`src/rtl/display_scan_ctrl_if.sv`:
```
// display_scan_ctrl_if: load handshake and display-drive signals of the
// four-digit seven-segment scan controller. The slave modport is the
// controller; the master modport is the upstream value source / board side.
interface display_scan_ctrl_if;
  logic        load;
  logic [15:0] value_in;
  logic [3:0]  dp_in;
  logic        load_ack;
  logic        frame_tick;
  logic [1:0]  digit_sel;
  logic [3:0]  an;
  logic [6:0]  seg;
  logic        dp;

  modport slave (
    input  load,
    input  value_in,
    input  dp_in,
    output load_ack,
    output frame_tick,
    output digit_sel,
    output an,
    output seg,
    output dp
  );

  modport master (
    output load,
    output value_in,
    output dp_in,
    input  load_ack,
    input  frame_tick,
    input  digit_sel,
    input  an,
    input  seg,
    input  dp
  );
endinterface

```
`src/rtl/display_scan_ctrl.sv`:
```
// display_scan_ctrl: four-digit multiplexed seven-segment scan controller.
// A prescaler splits time into SCAN_DIV-cycle slots; digits are scanned
// 3,2,1,0 and each slot opens with BLANK_CYC cycles of all anodes off to
// hide ghosting. Values arrive through a load handshake into a pending
// register and are committed to the display only at frame boundaries.
// All outputs are registered and derived from next-state values so that
// they line up with the prescaler count with no lag.
// Optional feature: define SCAN_LEAD_ZERO_BLANK_EN to suppress leading
// zero digits (digits 3..1) during the drive phase.
module display_scan_ctrl #(
  parameter int SCAN_DIV  = 6750,
  parameter int BLANK_CYC = 64
) (
  input  logic               clk_27Mhz,
  input  logic               rst_n,
  display_scan_ctrl_if.slave bus
);

  // Wide enough for the largest legal slot length (2^20 cycles).
  localparam int CW = 20;

  // Scan state
  logic [CW-1:0] r_presc;
  logic [1:0]    r_sel;

  // Display and pending storage
  logic [15:0]   r_disp_val;
  logic [3:0]    r_disp_dp;
  logic [15:0]   r_pend_val;
  logic [3:0]    r_pend_dp;
  logic          r_pend_flag;

  // Registered outputs
  logic [3:0]    r_an;
  logic [6:0]    r_seg;
  logic          r_dp;
  logic          r_ack;
  logic          r_tick;

  // Next-state helpers
  logic          w_wrap;
  logic          w_boundary;
  logic          w_commit;
  logic [CW-1:0] w_presc_next;
  logic [1:0]    w_sel_next;
  logic [15:0]   w_disp_val_next;
  logic [3:0]    w_disp_dp_next;
  logic [3:0]    w_nibs [4];
  logic [3:0]    w_onecold;
  logic [3:0]    w_lz;
  logic          w_blank;
  logic          w_supp;
  logic [3:0]    w_an_next;
  logic [6:0]    w_seg_next;
  logic          w_dp_next;

  // Active-low gfedcba decode of one hex nibble.
  function automatic logic [6:0] hex7(input logic [3:0] n);
    logic [6:0] s;
    case (n)
      4'h0:    s = 7'b1000000;
      4'h1:    s = 7'b1111001;
      4'h2:    s = 7'b0100100;
      4'h3:    s = 7'b0110000;
      4'h4:    s = 7'b0011001;
      4'h5:    s = 7'b0010010;
      4'h6:    s = 7'b0000010;
      4'h7:    s = 7'b1111000;
      4'h8:    s = 7'b0000000;
      4'h9:    s = 7'b0010000;
      4'hA:    s = 7'b0001000;
      4'hB:    s = 7'b0000011;
      4'hC:    s = 7'b1000110;
      4'hD:    s = 7'b0100001;
      4'hE:    s = 7'b0000110;
      default: s = 7'b0001110;
    endcase
    return s;
  endfunction

  // Slot timing: prescaler wraps at SCAN_DIV-1, digit index counts down and
  // naturally wraps 0 -> 3, which is the frame boundary.
  assign w_wrap       = (r_presc == CW'(SCAN_DIV - 1));
  assign w_presc_next = w_wrap ? '0 : r_presc + CW'(1);
  assign w_sel_next   = w_wrap ? r_sel - 2'd1 : r_sel;
  assign w_boundary   = w_wrap && (r_sel == 2'd0);

  // A commit only happens at a boundary with something pending; a load in
  // that same cycle goes to pending and never bypasses into the display.
  assign w_commit        = w_boundary && r_pend_flag;
  assign w_disp_val_next = w_commit ? r_pend_val : r_disp_val;
  assign w_disp_dp_next  = w_commit ? r_pend_dp  : r_disp_dp;

  genvar gi;
  generate
    for (gi = 0; gi < 4; gi++) begin : g_digit
      assign w_nibs[gi]    = w_disp_val_next[4*gi +: 4];
      assign w_onecold[gi] = (w_sel_next != 2'(gi));
`ifdef SCAN_LEAD_ZERO_BLANK_EN
      if (gi == 0) begin : g_units
        // The units digit always shows, so a zero value still reads "0".
        assign w_lz[gi] = 1'b0;
      end else begin : g_lead
        // Suppressed when this nibble and everything to its left is zero.
        assign w_lz[gi] = ~|w_disp_val_next[15:4*gi];
      end
`else
      assign w_lz[gi] = 1'b0;
`endif
    end
  endgenerate

  assign w_blank    = (w_presc_next < CW'(BLANK_CYC));
  assign w_supp     = w_lz[w_sel_next];
  assign w_an_next  = (w_blank || w_supp) ? 4'hF : w_onecold;
  assign w_seg_next = w_blank ? 7'h7F : hex7(w_nibs[w_sel_next]);
  assign w_dp_next  = (w_blank || w_supp) ? 1'b1 : ~w_disp_dp_next[w_sel_next];

  // Advance the prescaler and the descending digit index.
  always_ff @(posedge clk_27Mhz or negedge rst_n) begin
    if (!rst_n) begin
      r_presc <= '0;
      r_sel   <= 2'd3;
    end else begin
      r_presc <= w_presc_next;
      r_sel   <= w_sel_next;
    end
  end

  // Capture loads into pending and commit pending to the display at frame boundaries.
  always_ff @(posedge clk_27Mhz or negedge rst_n) begin
    if (!rst_n) begin
      r_disp_val  <= '0;
      r_disp_dp   <= '0;
      r_pend_val  <= '0;
      r_pend_dp   <= '0;
      r_pend_flag <= 1'b0;
    end else begin
      r_disp_val <= w_disp_val_next;
      r_disp_dp  <= w_disp_dp_next;
      if (bus.load) begin
        r_pend_val  <= bus.value_in;
        r_pend_dp   <= bus.dp_in;
        r_pend_flag <= 1'b1;
      end else if (w_boundary) begin
        r_pend_flag <= 1'b0;
      end
    end
  end

  // Register the drive outputs and the one-cycle boundary pulses.
  always_ff @(posedge clk_27Mhz or negedge rst_n) begin
    if (!rst_n) begin
      r_an   <= 4'hF;
      r_seg  <= 7'h7F;
      r_dp   <= 1'b1;
      r_ack  <= 1'b0;
      r_tick <= 1'b0;
    end else begin
      r_an   <= w_an_next;
      r_seg  <= w_seg_next;
      r_dp   <= w_dp_next;
      r_ack  <= w_commit;
      r_tick <= w_boundary;
    end
  end

  assign bus.digit_sel  = r_sel;
  assign bus.an         = r_an;
  assign bus.seg        = r_seg;
  assign bus.dp         = r_dp;
  assign bus.load_ack   = r_ack;
  assign bus.frame_tick = r_tick;

endmodule

```
`src/flat_wrapper.sv`:
```
// flat-port wrapper written by rule: the top's interface ports become plain ports
module display_scan_ctrl_flat 
#(
  parameter int SCAN_DIV  = 6750,
  parameter int BLANK_CYC = 64
)
  (clk_27Mhz, rst_n, bus_load, bus_value_in, bus_dp_in, bus_load_ack, bus_frame_tick, bus_digit_sel, bus_an, bus_seg, bus_dp);
  display_scan_ctrl_if bus_i ();
  input  logic clk_27Mhz;
  input  logic rst_n;
  input wire logic [$bits(bus_i.load)-1:0] bus_load;
  input wire logic [$bits(bus_i.value_in)-1:0] bus_value_in;
  input wire logic [$bits(bus_i.dp_in)-1:0] bus_dp_in;
  output wire logic [$bits(bus_i.load_ack)-1:0] bus_load_ack;
  output wire logic [$bits(bus_i.frame_tick)-1:0] bus_frame_tick;
  output wire logic [$bits(bus_i.digit_sel)-1:0] bus_digit_sel;
  output wire logic [$bits(bus_i.an)-1:0] bus_an;
  output wire logic [$bits(bus_i.seg)-1:0] bus_seg;
  output wire logic [$bits(bus_i.dp)-1:0] bus_dp;
  assign bus_i.load = bus_load;
  assign bus_i.value_in = bus_value_in;
  assign bus_i.dp_in = bus_dp_in;
  assign bus_load_ack = bus_i.load_ack;
  assign bus_frame_tick = bus_i.frame_tick;
  assign bus_digit_sel = bus_i.digit_sel;
  assign bus_an = bus_i.an;
  assign bus_seg = bus_i.seg;
  assign bus_dp = bus_i.dp;
  display_scan_ctrl #(.SCAN_DIV(SCAN_DIV), .BLANK_CYC(BLANK_CYC)) u_core (.clk_27Mhz(clk_27Mhz), .rst_n(rst_n), .bus(bus_i));
endmodule
```
`config.mk`:
```
export PLATFORM = sky130hd
export DESIGN_NAME = display_scan_ctrl_flat
export DESIGN_NICKNAME = d
export VERILOG_FILES = /design/src/rtl/display_scan_ctrl_if.sv /design/src/rtl/display_scan_ctrl.sv /design/src/flat_wrapper.sv
export SDC_FILE = /design/constraint.sdc
export NUM_CORES = 1
export LEC_CHECK = 0
export CAP_MARGIN = 20
export CORE_MARGIN = 2
export CORE_UTILIZATION = 61
export CTS_CLUSTER_DIAMETER = 60
export DETAILED_ROUTE_END_ITERATION = 10
export PLACE_DENSITY = 0.88
export SLEW_MARGIN = 20
export SYNTH_ARGS = -nofsm -noshare
export SYNTH_HDL_FRONTEND = slang
export SYNTH_SLANG_ARGS = --single-unit
```
`constraint.sdc`:
```
create_clock -name clk_27Mhz -period 10.3 [get_ports clk_27Mhz]
set_input_delay 2.06 -clock clk_27Mhz [delete_from_list [all_inputs] [get_ports clk_27Mhz]]
set_output_delay 2.06 -clock clk_27Mhz [all_outputs]
set_load 0.02 [all_outputs]
```
==> results of run 1 <==
-- flip-flops by register name (all words and copies together), names as in the netlist --
| name | flops |
|---|---|
| u_core.r_presc | 20 |
| u_core.r_disp_val | 16 |
| u_core.r_pend_val | 16 |
| u_core.bus.seg | 7 |
| u_core.bus.an | 4 |
| u_core.r_disp_dp | 4 |
| u_core.r_pend_dp | 4 |
| u_core.bus.digit_sel | 2 |
| u_core.bus.dp | 1 |
| u_core.bus.frame_tick | 1 |
| u_core.bus.load_ack | 1 |
| u_core.r_pend_flag | 1 |
-- metrics by stage --
stage | setup slack, ns | hold slack, ns | utilization
3_5_place_dp | 6.192 | 0.4666 | 0.6961
5_1_grt | 5.889 | 0.5141 | 0.7370
6_report | 6.150 | 0.4823 | 0.7370
4_1_cts | 6.143 | 0.4858 | 0.7370
2_1_floorplan | 7.027 | 0.4349 | -
3_3_place_gp | 6.383 | 0.4522 | 0.6961
-- layout by cell type (no fill, tap or decap), types with 8 or more instances in the layout --
cell | Yosys | final
nand4_1 | 8 | 8
nor3_1 | 10 | 10
inv_1 | 11 | 11
ha_1 | 9 | 9
clkdlybuf4s50_1 | 0 | 37
nor2_1 | 22 | 22
dfstp_2 | 14 | 14
mux2i_1 | 9 | 9
xor2_1 | 9 | 9
mux2_2 | 41 | 41
clkbuf_8 | 0 | 9
xnor2_1 | 11 | 11
dfrtp_1 | 63 | 63
nand2_1 | 29 | 29
nand3_1 | 11 | 11
-- critical path, delay by kind of cell (launching register included) --
kind                     cells  cell delay (ns)
adder cells (fa/ha/maj)      1             0.26
flip-flops                   1             0.54
multiplexers                 3             0.96
AND/OR/NAND/NOR              4             1.96
buffers and inverters        1             0.15
AO/OA/AOI/OAI                2             0.18
-- kinds of logic after synthesis --
kind of cell,share of synthesized area
AO/OA/AOI/OAI,0.04906
XOR/XNOR,0.05249
adder cells (fa/ha/maj),0.03088
buffers and inverters,0.02641
flip-flops,0.5331
multiplexers,0.1623
AND/OR/NAND/NOR,0.1458
-- worst min path at each step --
stage                     cells past startpoint                    to            startpoint
after floorplan                               2   u_core.r_disp_dp[3]   u_core.r_disp_dp[3]
after global placement                        2   u_core.r_disp_dp[0]   u_core.r_disp_dp[0]
after detailed placement                      2   u_core.r_disp_dp[0]   u_core.r_disp_dp[0]
after CTS                                     2   u_core.r_disp_dp[0]   u_core.r_disp_dp[0]
after global routing                          1  u_core.r_disp_val[6]  u_core.r_disp_val[6]
final                                         2   u_core.r_disp_dp[0]   u_core.r_disp_dp[0]
-- report_power, final --
part	leakage [nW]	total, mW	switching, mW	internal, mW
logic	0.796	0.0242	0.00998	0.0142
clock network	0.118	0.275	0.113	0.163
registers	0.962	0.315	0.00453	0.310
-- per-layer routing --
metal / GRT usage / vias up / part of all wire
met2: 0.3811 / 97 / 0.49
met5: 0 / - / 0
met1: 0.3267 / 1206 / 0.44
met3: 0.05111 / 13 / 0.056
li1: - / 1173 / -
met4: 0.1000 / 0 / 0.018
-- final cells by class --
type	instances	share of cell area
Clock buffer	11	0.03047
Clock inverter	5	0.02496
Inverter	13	0.01161
Multi-Input combinational cell	210	0.3726
Sequential cell	77	0.4510
Tap cell	75	0.02176
Timing Repair Buffer	38	0.08764
==> impl_metrics.ini, run 1 <==
[run_status]
outcome = complete, no violations

[finish]
final_area_um2 = 4312
fillCellCount = 387
antennaDiodeCount = 0
nets = 381
drive_gt1_frac = 0.2232
regArea_um2 = 1944
instances_no_fill = 429
area_delta_synth_final_pct = 18.22
multi_input_area_um2 = 1607

[yosys]
yosysMostFrequentCell = dfrtp_1
synth.top_cell.area_share = 0.4322
synth_cells = 310
synthTopCellsByArea = dfrtp_1 (43%), mux2_2 (13%), dfstp_2 (10%), ha_1 (3.1%), nand2_1 (3.0%)
synth_common_cells = dfrtp_1 (63), mux2_2 (41), nand2_1 (29)
ys_seq_area_frac = 0.5331
yosys_warnings = 0
ys_ff_latch = 77
synth-edff-count = 0
ys.flop_type = dfrtp_1
synth.net_count = 342
synth.cell_area_um2 = 3647
async_reset_ff_frac = 1.000
synth_top_area_cell = dfrtp_1
syn_avg_cell_area_um2 = 11.77
synthDistinctLibCells = 54

[global_route]
grt_pass1_wl_um = 11990
grt_use_total = 0.2419
grt_antenna_before_repair = 0
grt_max_degree = 78
gr-total-overflow = 0
grt_pass1_vias = 2558

[die]
die_x_um = 81.33
die_area_um2 = 6614
row_count = 28
start_util = 0.6234
die_y_um = 81.33
io_pins = 39
core_area_um2 = 5851

[cts]
cts_buffers = 9
cts_sinks = 77
clk_latency_ns = 0.35
clk_pin_slew_worst_paths_ns = 0.08
cts_buffer_depth = 2
htree_levels = 3
post_cts_buffers = 0
cts_resized = 0
postCtsHoldBufs = 0
tritoncts = yes
ctsRootBufferMaster = clkbuf_8

[power]
powerDensity_nw_per_um2 = 142.4
p_total_mw = 0.6141
ir_drop_v = 0.0001334
cellLeakagePower_nw = 1.876

[worst_setup_path]
ff2ff_path_depth = 11
cp-endpoint = u_core.bus.seg[0]
worst_ep_required_time_ns = 10.56
cp-start-kind = flop
reg2reg_slack_ns = 6.15
path_max_fanout = 20
path_class = flop to flop
crit_path_end_kind = flop
r2r_end = u_core.bus.seg[0]
cp_data_arrival_time_ns = 4.41
critPathSlowestCell = nand4_1
crit_chain = or4b_4, nor3_2, nand4_1, mux2_2, mux2i_1, mux2_2, clkinv_1, ha_1, or3_1, o21ai_1, o21ai_1
reg2reg_from = u_core.r_presc[9]
startpoint = u_core.r_presc[9]
cpPeakStageDelay_ns = 0.81

[placement]
place_inst = 413
io_buffer_count = 38
dpl.hpwl_um = 5026
placed_area_um2 = 4073
gp_congestion = 0.8883

[sta]
period_minus_slack_ns = 4.150
hold_violations = 0
period_share = 0.4030
maxSlewViolCount = 0
fin_tns_setup_ns = 0
tightest_slew_ns = 1.004
rsz0062_at_grt = no
skew_ns = 0.01404
setup_viol = 0
max_slew_margin = 0.3288
fmax_mhz = 240.9

[drt]
routed_wl_um = 7199
via_per_inst = 5.802
wl_per_cell_um = 16.78
drtIter0Drc = 248
drc = 0
vias = 2489
ant_nets = 0
drtPass1Iterations = 5

[job]
cap_violations = 0

[worst_hold_path]
min_path_type = flop to flop
No activity file was read; power rests on OpenSTA's default activity.
==> run 2, diff against run 1 <==
- CORE_UTILIZATION: 61 -> 51
- PLACE_DENSITY: 0.88 -> 0.79
- clock period: 10.3 -> 3.7 ns (I/O delays scaled with it)
==> impl_metrics.ini, run 2 (synthesized netlist as in run 1, its figures left out) <==
[finish]
final_common_cell = dfrtp_1
drive_gt1_frac = 0.2465
multi_input_area_um2 = 1610
antennaDiodeCount = 0
area_delta_synth_final_pct = 18.94
largest_register_ff_count = 20
fillCellCount = 536
top_register = u_core.r_presc
layout_common_cells = dfrtp_1 (63), mux2_2 (41), clkdlybuf4s50_1 (37), nand2_1 (29), nor2_1 (22)
regArea_um2 = 1944
nets = 388
reg_top3 = u_core.r_presc (20), u_core.r_disp_val (16), u_core.r_pend_val (16)
final_util = 0.6315

[worst_setup_path]
critPathSlowestCell = or4b_4
path_max_fanout = 16
path_class = flop to flop
r2r_end = u_core.bus.seg[0]
cp-start-kind = flop
reg2reg_slack_ns = 0.26
reg2reg_from = u_core.r_presc[13]
crit_chain = or4b_4, nor3_2, nand4_1, buf_4, mux2_2, mux2i_1, mux2_2, clkinv_1, ha_1, or3_1, o21ai_1, o21ai_1
cpPeakStageDelay_ns = 0.58
crit_path_end_kind = flop
cp_data_arrival_time_ns = 3.70
worst_ep_required_time_ns = 3.96
ff2ff_path_depth = 12

[placement]
io_buffer_count = 38
gp_congestion = 0.8644
dpl.hpwl_um = 4695

[die]
die_x_um = 88.57
start_util = 0.5310
die_y_um = 88.57
core_area_um2 = 6869
die_area_um2 = 7844
row_count = 30
io_pins = 39

[sta]
tightest_slew_ns = 0.9488
fin_tns_setup_ns = 0
period_share = 0.9302
maxSlewViolCount = 0
fmax_mhz = 290.5
skew_ns = 0.007269
max_slew_margin = 0.3675
setup_viol = 0
hold_violations = 0
rsz0062_at_grt = no
period_minus_slack_ns = 3.442

[power]
powerDensity_nw_per_um2 = 352.8
p_total_mw = 1.530
intPower_mw = 1.155
swShare = 0.2449
p_sw_mw = 0.3748
combPwrFrac = 0.043
p_clk_frac = 0.386
cellLeakagePower_nw = 1.874
ir_drop_v = 0.0003345
p_seq_frac = 0.571

[global_route]
grt_pass1_vias = 2422
grt_pass1_wl_um = 11420
grt_max_degree = 78
grt_use_total = 0.1921
grt_antenna_before_repair = 0
gr-total-overflow = 0

[cts]
post_cts_buffers = 0
ctsRootBufferMaster = clkbuf_8
cts_buffers = 9
tritoncts = yes
cts_resized = 0
htree_levels = 3
postCtsHoldBufs = 0
clk_pin_slew_worst_paths_ns = 0.09
cts_buffer_depth = 2
clk_latency_ns = 0.35
cts_sinks = 77

[drt]
wl_per_cell_um = 14.65
drc = 0
via_per_inst = 5.354
ant_nets = 0
drtPass1Iterations = 4
vias = 2447
routed_wl_um = 6694
drtIter0Drc = 151

[run_status]
outcome = complete, no violations

[worst_hold_path]
min_path_type = input port to asynchronous set/reset pin

[job]
cap_violations = 0
[run 2: changes by cell type in the layout (fill, tap and decap cells not counted), sizes merged]
cell / before / now
clkinvlp: 0 / 2
clkbuf: 11 / 9
clkinv: 3 / 4
bufinv: 3 / 0
buf: 1 / 8
inv: 12 / 14
[run 2: worst max-delay path: cells and delay by family, from the launching register on]
family                     cells  cell delay, ns
and+or+nand+nor                4            1.36
AOI/OAI and AO/OA              2            0.19
adders and majority gates      1            0.26
DFF                            1            0.45
muxes                          3            0.67
buffers and inverters          2            0.40
[run 2: how the worst max path moves through the flow]
stage / start / end / slack, ns / cells past startpoint
finish: u_core.r_presc[13] / u_core.bus.seg[0] / 0.26 / 12
global route: u_core.r_presc[13] / u_core.bus.seg[3] / 0.05 / 11
CTS: u_core.r_presc[13] / u_core.bus.seg[3] / 0.24 / 11
detailed placement: u_core.r_presc[13] / u_core.bus.seg[3] / 0.25 / 11
global placement: u_core.r_presc[13] / u_core.bus.an[0] / 0.37 / 10
floorplan: u_core.r_presc[13] / u_core.bus.seg[3] / 0.43 / 12
[run 2: power groups by stage]
| stage | combinational [mW] | sequential [mW] | clock (mW) |
|---|---|---|---|
| after floorplan | 0.0263 | 0.887 | 0 |
| after global placement | 0.0668 | 0.890 | 0 |
| after detailed placement | 0.0682 | 0.891 | 0 |
| after CTS | 0.0683 | 0.875 | 0.603 |
| after global routing | 0.0737 | 0.878 | 0.648 |
| final | 0.0658 | 0.874 | 0.590 |
[run 2: metrics by stage]
stage	setup WS [ns]	std cells	instance area (µm²)	hold slack, ns
final	0.2581	457	4338	0.4959
after global routing	0.04790	457	4338	0.5208
after CTS	0.2381	457	4334	0.4902
after detailed placement	0.2535	441	4151	0.4682
after global placement	0.3707	441	4151	0.4734
after floorplan	0.4267	310	3647	0.4349
[run 2: per-layer routing]
metal,up-vias,global-route usage,share of wire
li1,1185,-,-
met1,1185,0.2736,0.48
met2,60,0.2789,0.45
met3,17,0.05410,0.050
met4,0,0.07989,0.022
met5,-,0,0
[run 2: cell type report]
class | count | share of cell area
Sequential cell | 77 | 0.4482
Multi-Input combinational cell | 210 | 0.3712
Clock inverter | 7 | 0.01356
Tap cell | 96 | 0.02769
Inverter | 13 | 0.01154
Clock buffer | 9 | 0.02855
Timing Repair Buffer | 45 | 0.09922
